--- src/rtl/ev21_pkg.sv ---
// Shared constants and types for the EV21 fetch-path program-counter sequencer.
// Latency: n/a (declarations only).
// Backpressure: n/a.
package ev21_pkg;

    // Default program address width and return-stack depth.
    localparam int EV21_AW    = 10;
    localparam int EV21_DEPTH = 8;

    // Instruction encodings that the decoder turns into bsr_det / ret_det.
    localparam logic [11:0] EV21_BSR_OPC  = 12'b011100000000;
    localparam logic [21:0] EV21_RET_WORD = 22'b0000011000000000000000;

    // Sequencer states: RUN fetches sequentially, FLUSH squashes the slot
    // behind a taken call/return, HALT parks the core after a stack fault.
    typedef enum logic [1:0] {
        ST_RUN   = 2'd0,
        ST_FLUSH = 2'd1,
        ST_HALT  = 2'd2
    } seq_state_t;

endpackage

--- src/rtl/ret_stack.sv ---
// Return-address LIFO: ring buffer plus occupancy count, combinational top-of-stack read.
// Latency: push/pop take effect at the next rising edge; dout reflects the current top.
// Backpressure: none; with wrap_i=1 overflow overwrites the oldest entry, otherwise overflow/underflow are ignored.
module ret_stack
    import ev21_pkg::*;
#(
    parameter int AW    = EV21_AW,
    parameter int DEPTH = EV21_DEPTH,
    parameter int SPW   = $clog2(DEPTH + 1)
) (
    input  logic           clk,
    input  logic           rst_n,
    input  logic           push_i,
    input  logic           pop_i,
    input  logic           wrap_i,
    input  logic [AW-1:0]  din_i,
    output logic [AW-1:0]  dout_o,
    output logic [SPW-1:0] sp_o,
    output logic           full_o,
    output logic           empty_o
);

    localparam int PW = $clog2(DEPTH);

    logic [AW-1:0]  mem_q [DEPTH];
    logic [PW-1:0]  wp_q, wp_d;
    logic [PW-1:0]  rd_ptr;
    logic [SPW-1:0] sp_q, sp_d;
    logic           do_wr;

    // The write pointer always sits one above the top entry, so the top is wp-1.
    assign rd_ptr  = wp_q - PW'(1);
    assign dout_o  = mem_q[rd_ptr];
    assign sp_o    = sp_q;
    assign full_o  = (sp_q == SPW'(DEPTH));
    assign empty_o = (sp_q == '0);

    // Pointer and count update; in wrap mode the ring keeps moving past full/empty
    // while the count saturates at DEPTH / 0.
    always_comb begin
        wp_d  = wp_q;
        sp_d  = sp_q;
        do_wr = 1'b0;
        if (push_i) begin
            if (!full_o) begin
                do_wr = 1'b1;
                wp_d  = wp_q + PW'(1);
                sp_d  = sp_q + SPW'(1);
            end else if (wrap_i) begin
                do_wr = 1'b1;
                wp_d  = wp_q + PW'(1);
            end
        end else if (pop_i) begin
            if (!empty_o) begin
                wp_d = rd_ptr;
                sp_d = sp_q - SPW'(1);
            end else if (wrap_i) begin
                wp_d = rd_ptr;
            end
        end
    end

    // Pointer/count registers; the storage array itself is not reset.
    always_ff @(posedge clk) begin
        if (!rst_n) begin
            wp_q <= '0;
            sp_q <= '0;
        end else begin
            wp_q <= wp_d;
            sp_q <= sp_d;
        end
    end

    // Entry storage, written at the current write pointer.
    always_ff @(posedge clk) begin
        if (do_wr) begin
            mem_q[wp_q] <= din_i;
        end
    end

endmodule

--- src/rtl/pc_sequencer.sv ---
// EV21 program-counter sequencer: sequential fetch, BSR/RET with return stack, one-slot flush.
// Latency: taken BSR/RET loads the new pc at the next edge; one squashed slot follows.
// Backpressure: hold=1 freezes every register. Build option EV21_STACK_GUARD_EN halts on stack over/underflow.
module pc_sequencer
    import ev21_pkg::*;
#(
    parameter int AW    = EV21_AW,
    parameter int DEPTH = EV21_DEPTH,
    parameter int SPW   = $clog2(DEPTH + 1)
) (
    input  logic           CLK,
    input  logic           RST_N,
    input  logic           hold,
    input  logic           bsr_det,
    input  logic           ret_det,
    input  logic [9:0]     relative_jump,
    output logic [AW-1:0]  pc,
    output logic           flush,
    output logic [SPW-1:0] sp,
    output logic           stack_full,
    output logic           stack_empty,
    output logic           err
);

`ifdef EV21_STACK_GUARD_EN
    localparam logic GUARD_EN = 1'b1;
`else
    localparam logic GUARD_EN = 1'b0;
`endif

    seq_state_t    state_q, state_d;
    logic [AW-1:0] pc_q, pc_d;
    logic [AW-1:0] ir_pc_q, ir_pc_d;
    logic          err_q, err_d;
    logic          push, pop;
    logic [AW-1:0] offset;
    logic [AW-1:0] bsr_tgt;
    logic [AW-1:0] link_addr;
    logic [AW-1:0] stk_dout;

    // Offset is sign-extended; all target arithmetic wraps modulo 2^AW.
    assign offset    = AW'($signed(relative_jump));
    assign bsr_tgt   = ir_pc_q + offset;
    assign link_addr = ir_pc_q + AW'(1);

    ret_stack #(
        .AW    (AW),
        .DEPTH (DEPTH),
        .SPW   (SPW)
    ) u_ret_stack (
        .clk     (CLK),
        .rst_n   (RST_N),
        .push_i  (push),
        .pop_i   (pop),
        .wrap_i  (~GUARD_EN),
        .din_i   (link_addr),
        .dout_o  (stk_dout),
        .sp_o    (sp),
        .full_o  (stack_full),
        .empty_o (stack_empty)
    );

    // Next-state decode; ret wins over bsr, and a guarded fault parks in HALT without moving pc.
    always_comb begin
        state_d = state_q;
        pc_d    = pc_q;
        ir_pc_d = ir_pc_q;
        err_d   = err_q;
        push    = 1'b0;
        pop     = 1'b0;
        if (!hold) begin
            case (state_q)
                ST_RUN: begin
                    ir_pc_d = pc_q;
                    if (ret_det) begin
                        if (GUARD_EN && stack_empty) begin
                            err_d   = 1'b1;
                            state_d = ST_HALT;
                        end else begin
                            pop     = 1'b1;
                            pc_d    = stk_dout;
                            state_d = ST_FLUSH;
                        end
                    end else if (bsr_det) begin
                        if (GUARD_EN && stack_full) begin
                            err_d   = 1'b1;
                            state_d = ST_HALT;
                        end else begin
                            push    = 1'b1;
                            pc_d    = bsr_tgt;
                            state_d = ST_FLUSH;
                        end
                    end else begin
                        pc_d = pc_q + AW'(1);
                    end
                end
                ST_FLUSH: begin
                    ir_pc_d = pc_q;
                    pc_d    = pc_q + AW'(1);
                    state_d = ST_RUN;
                end
                ST_HALT: begin
                    state_d = ST_HALT;
                end
                default: begin
                    state_d = ST_FLUSH;
                end
            endcase
        end
    end

    // State registers; reset restarts fetch at 0 with the first slot flushed.
    always_ff @(posedge CLK) begin
        if (!RST_N) begin
            state_q <= ST_FLUSH;
            pc_q    <= '0;
            ir_pc_q <= '0;
            err_q   <= 1'b0;
        end else begin
            state_q <= state_d;
            pc_q    <= pc_d;
            ir_pc_q <= ir_pc_d;
            err_q   <= err_d;
        end
    end

    assign pc    = pc_q;
    assign flush = (state_q != ST_RUN);
    assign err   = err_q;

endmodule
--- config.mk ---
export PLATFORM = sky130hd
export DESIGN_NAME = pc_sequencer
export DESIGN_NICKNAME = d
export VERILOG_FILES = /design/src/rtl/ev21_pkg.sv /design/src/rtl/ret_stack.sv /design/src/rtl/pc_sequencer.sv
export SDC_FILE = /design/constraint.sdc
export NUM_CORES = 1
export LEC_CHECK = 0
export CAP_MARGIN = 15
export CORE_AREA = 4 4 130 132
export DETAILED_ROUTE_END_ITERATION = 6
export DIE_AREA = 0 0 134 136
export DONT_BUFFER_PORTS = 1
export MAX_ROUTING_LAYER = met4
export SETUP_SLACK_MARGIN = 0.5
export SLEW_MARGIN = 15
export SYNTH_ARGS = -nofsm -noshare
export SYNTH_HDL_FRONTEND = slang
export SYNTH_SLANG_ARGS = --single-unit
--- constraint.sdc ---
create_clock -name CLK -period 3.78 [get_ports CLK]
set_input_delay 0.378 -clock CLK [delete_from_list [all_inputs] [get_ports CLK]]
set_output_delay 0.378 -clock CLK [all_outputs]
set_load 0.01 [all_outputs]
Word-level counts from Yosys, hierarchy flattened
Memory sizes are Yosys's and may differ from the RTL's.
Index checks and enable logic that the tools add are counted.

storage, ports and cells
  bits in latches = 0
  register bits after elaboration = 29
  output and inout bits = 18
  memory bits (writable) = 80
  bits of input ports = 15
  memories = 1
  word-level logic and storage cells = 52
  ROM bits = 0

memories
  name               words  bits a word  read ports  clocked after Yosys merged registers in  wr ports  RTL line         source
  u_ret_stack.mem_q  8      10           1           0                                        1         ret_stack.sv:25  logic [AW-1:0] mem_q [DEPTH];

cells by class
  $mul = 0
  magnitude comparators = 0
  shift-type cells = 0
  bitwise logic cells = 1
  multiplexer cells = 22
  eq/ne operators = 6
  reduce and logical (&&, ||, !) cells = 10
  divide/modulo/power cells = 0
  $add $sub $neg = 7

operator list
  operator                 number
  $add A10 B1 Y10 const B  2
  $mux W10                 2
  $pmux W10 S2             1
  $mux W4                  4
  $add A10 B10 Y10         1
  $mux W1                  10
  $mux W3                  2
  $pmux W2 S3              1
  $reduce_and A2 Y1        3
  $reduce_bool A2 Y1       3
  $add A4 B1 Y4 const B    1
  $eq A4 B4 Y1 const B     1
  $logic_not A4 Y1         1
  $mux W2                  2
  $sub A4 B1 Y4 const B    1
  $add A3 B1 Y3 const B    1
  $ne A3 B3 Y1 const B     1
  $reduce_and A3 Y1        1
  $sub A3 B1 Y3 const B    1
  $eq A2 B1 Y1 const B     1
  $eq A2 B2 Y1 const B     1
  $logic_not A2 Y1         1
  $ne A2 B1 Y1 const B     1
  $ne A2 B2 Y1 const B     1
  2 further kinds          2

Depth between registers and ports, before layout
  depth in word-level cells = 7
  mapped depth = 12
  depth with buffers taken out = 11

Cells and area by module
A second synthesis with hierarchy kept.

unflattened totals
  cell total of the unflattened synthesis = 451
  area, all modules = 5624.1 um^2

by module, submodules not included
  module        times used  area each (um^2)  sequential area each (um^2)  cells each
  ret_stack     1           3659.8            2542.4                       191
  pc_sequencer  1           1964.4            440.4                        260

Worst setup path before layout
No wires, ideal clock.

  path kind = register to register
  start point = register u_ret_stack.wp_q[0]
  end point = register pc_q[6], in the netlist pc[6]
  data required time = 3.658 ns
  buffers on the path = 4
  library setup time = 0.122 ns
  data arrival time = 2.213 ns
  slack = 1.446 ns
  stages on the path, launching flop included = 11
  cells stage by stage = dfxtp_1 buf_6 buf_6 inv_1 ha_1 clkbuf_8 buf_2 mux4_2 nand2_1 a21oi_1 o311a_1

on the way
  word-level cells in the longest chain between the ends = 4

RTL lines
  item                      RTL line             source
  start: declaration        ret_stack.sv:26      logic [PW-1:0] wp_q, wp_d;
  start signal: assignment  ret_stack.sv:69      wp_q <= wp_d;
  $sub A3 B1 Y3             ret_stack.sv:32      assign rd_ptr = wp_q - PW'(1);
  $mem_v2 Z8 W10            n/a
  $mux W10                  pc_sequencer.sv:75   if (ret_det) begin
  $pmux W10 S2              pc_sequencer.sv:72   case (state_q)
  end signal: assignment    pc_sequencer.sv:121  pc_q <= pc_d;
  end: declaration          pc_sequencer.sv:32   logic [AW-1:0] pc_q, pc_d;

No other way between the ends.
A chain may end at the register's enable or synchronous reset.

Worst setup path in the final report
  start point = register state_q[1]
  end point = register u_ret_stack.sp_q[3], in the netlist u_ret_stack.sp_o[3]

on the way
  word-level cells in the longest chain between the ends = 5
  elaborated cells between the ends (all ways) = 10
  classes of those cells = eq/ne (2); mux (5); reduce/logical (3)

RTL lines
  item                                                   RTL line             source
  start: declaration                                     pc_sequencer.sv:31   seq_state_t state_q, state_d;
  start signal: assignment                               pc_sequencer.sv:120  state_q <= state_d;
  $logic_not A2 Y1 (*)                                   pc_sequencer.sv:72
  $mux W1                                                pc_sequencer.sv:72
  $mux W1                                                pc_sequencer.sv:71   if (!hold) begin
  $ne A2 B1 Y1 (no source line) (tied with other cells)  n/a
  $reduce_and A3 Y1 (no source line)                     n/a
  end signal: assignment                                 ret_stack.sv:70      sp_q <= sp_d;
  end: declaration                                       ret_stack.sv:28      logic [SPW-1:0] sp_q, sp_d;

Every way passes the cells marked *; elsewhere a longest branch is shown, timed or not.

==> summary.txt <==
status -> complete, no violations
Max Freq -> 381 MHz
most frequent cells in the layout -> 80 x edfxtp_1, 43 x nand2_1, 29 x dfxtp_1, 22 x nor2_1
Core Footprint -> 15,700 um2
number of max-cap violations -> 0
DIE AREA -> 18,200 um2
share of cells above drive strength 1 -> 8.43%
CTS clock-pin slew for the worst setup and hold paths -> 70 ps
layout filler cell count -> 1,491
largest family of logic cells by synthesized area -> simple AND/OR/NAND/NOR gates
clock sink count -> 109
io pins -> 33
Setup crit end kind -> flip-flop
Synth Area in Compound Gates -> 10.4%
WS Path Type -> flip-flop to flip-flop
prevailing post-synth register cell -> edfxtp_1
largest net degree at the start of global routing -> 33
RSZ-0062 raised after global routing -> false
number of flops mapped to enable cells by yosys -> 80
gp weighted congestion -> 0.806
Vias/cell -> 5.24
clock root buffer -> clkbuf_16
syn avg cell area -> 12.8 um2
total number of vias -> 3,370
Hold/Removal Path Class -> input port to flip-flop
Final setup viols -> 0
DRT met1 WL -> 5330 um
register area share after synthesis -> 55.2%
final WL -> 12,200 um
crit path DAT -> 2900 ps
Cell Area, Synth -> 5400 um2
CP max-delay cell -> dfxtp_1
remaining antenna violation count -> 0
post-CTS setup buffers -> 0
die height -> 136 um
Synth Register Bits -> 109
# DRC -> 0
Slew Limit Fails -> 0
initial DRC count -> 348
total track usage -> 14.3%
syn nets -> 457
yosys synthesis warning count -> 0
initial core utilization -> 34.4%
Port Buffers -> 0
xor-xnor portion of the synthesized cell area -> 3.73%
highest routed layer -> met4
antenna violations before repair -> 0
crit start category -> flip-flop
wire per inst -> 19.0 um
Slew headroom -> 31.7%
wire length on met3 -> 572 um
critical path buffer and inverter count -> 2
Worst-Margin Slew -> 1020 ps
first-pass GRT wire length -> 19,100 um
Die W -> 134 um
Adder-Cell Fraction of Synth Area -> 4.91%
cell family with most CP delay -> simple AND/OR/NAND/NOR gates
number of gates resized after CTS -> 0
Seq. cell area -> 2980 um2
footprint of the multi-input gates -> 2240 um2
Synth Area in Simple Gates -> 12.4%
Unique masters post-synth -> 57
Crit path largest cell delay -> 310 ps
minimum hold slack -> 121 ps
setup TNS -> 0 ps
DP HPWL -> 8720 um
Final Hold Fails -> 0
Clock Latency Late Sink -> 350 ps
ys async rst share -> 0%
nets@finish -> 457
crit-path max FO -> 9
vias in the first global route -> 3,406
worst path required time -> 4050 ps
Final period util -> 69.5%
n_diodes -> 0
row cnt -> 46
worst clock skew -> 9.18 ps
CTS buffer count -> 9
grt ovf -> 0
# H-tree levels -> 3
met2 routed WL -> 5990 um
Leakage -> 2.05 nW
worst-path cell chain -> inv_1, ha_1, nand2b_1, nor2_1, inv_1, ha_1, a21o_1, a21oi_1, xnor2_1, or3_1, a21boi_0
CTS tree -> built
total iterations of the first detailed-routing run -> 4
mux cell area share after synthesis -> 9.91%
pwr/cell area -> 419 nW/um2
Max Buffers Root-to-Sink -> 2
Gate Count Post-Synth -> 422
CTS hold repair buffers -> 0
most common library cell in the layout ignoring fill and taps -> edfxtp_1
Final min period -> 2630 ps
synthesis-to-finish area growth -> 8.78%
VDD IR-drop max -> 0.183 mV
[per-layer routing]
metal  vias up  track usage (%)
met2        88             22.6
met3        22             3.22
met4         0             5.83
met5         -                -
met1      1654             17.9
li1       1606                -
[cell families (layout without fill, tap and decap cells)]
logic type | Yosys count | count (layout)
DFF | 109 | 109
other | 1 | 1
xor gates and xnor gates | 23 | 23
muxes | 24 | 24
and+or+nand+nor | 136 | 136
buffers and inverters | 27 | 32
adders and majority gates | 20 | 20
AOI/OAI and AO/OA | 82 | 82
[sequential cells by signal (all words and copies together), names as in the netlist]
register and count:
u_ret_stack.sp_o 4, state_q 2, pc 10, u_ret_stack.mem_q 80
u_ret_stack.wp_q 3, ir_pc_q 10
[cell usage after synthesis (4+ instances only)]
cell type  number  area (um2)
o21ai_0        13        65.1
and2_1          6        37.5
xnor2_1        14         123
nand2_1        43         161
inv_1          10        37.5
nor3_1          8        40.0
a211oi_1        6        45.0
clkbuf_1        5        18.8
nand2b_1        4        25.0
ha_1           18         225
mux4_2          8         180
nand3_1        20         100
nand4_1         4        25.0
nor2_1         22        82.6
xor2_1          9        78.8
edfxtp_1       80        2400
clkbuf_8        4        55.1
nor2b_1         6        37.5
mux4_1         12         315
and3_1          9        56.3
mux2i_1         4        40.0
a21boi_0       14         105
dfxtp_1        29         581
a21oi_1        20         100
[worst paths after layout]
path / startpoint / endpoint / slack, ps / cells past startpoint
worst max-delay path: state_q[1] / u_ret_stack.sp_o[3] / 1150 / 11
worst min-delay path: RST_N / state_q[0] / 120 / 1
worst max register to register: state_q[1] / u_ret_stack.sp_o[3] / 1150 / 11
worst min register to register: state_q[0] / state_q[0] / 540 / 2
[worst reg2reg max path: cells and delay by family (launching register included)]
kind | cells | cell delay (ps)
fa+ha+maj | 2 | 570
simple gates | 3 | 840
xor+xnor | 1 | 90
compound gates | 3 | 500
buf+inv | 2 | 240
flops | 1 | 310
[final cells by class]
type                       count  area share (%)
clock inverter                 5            1.13
sequential                   109            50.8
timing repair buffer           6           0.766
clock buffer                  11            3.96
multi-input combinational    286            38.2
tap                          216            4.60
inverter                      10           0.639
[report_power, final]
part           internal, W  switching [W]
Sequential         0.00129      0.0000279
Clock             0.000524       0.000426
Combinational    0.0000812       0.000115
[through the flow]
step	cell area [um2]	util, %	power [W]	instances	setup WS (ps)
2_1_floorplan	5400	-	0.00150	422	1450
3_3_place_gp	5580	35.5	0.00153	627	1250
3_5_place_dp	5580	35.5	0.00154	627	1170
4_1_cts	5880	37.4	0.00249	643	1150
5_1_grt	5880	37.4	0.00256	643	844
6_report	5880	37.4	0.00246	643	1150
Power figures use the tool's default switching activity.
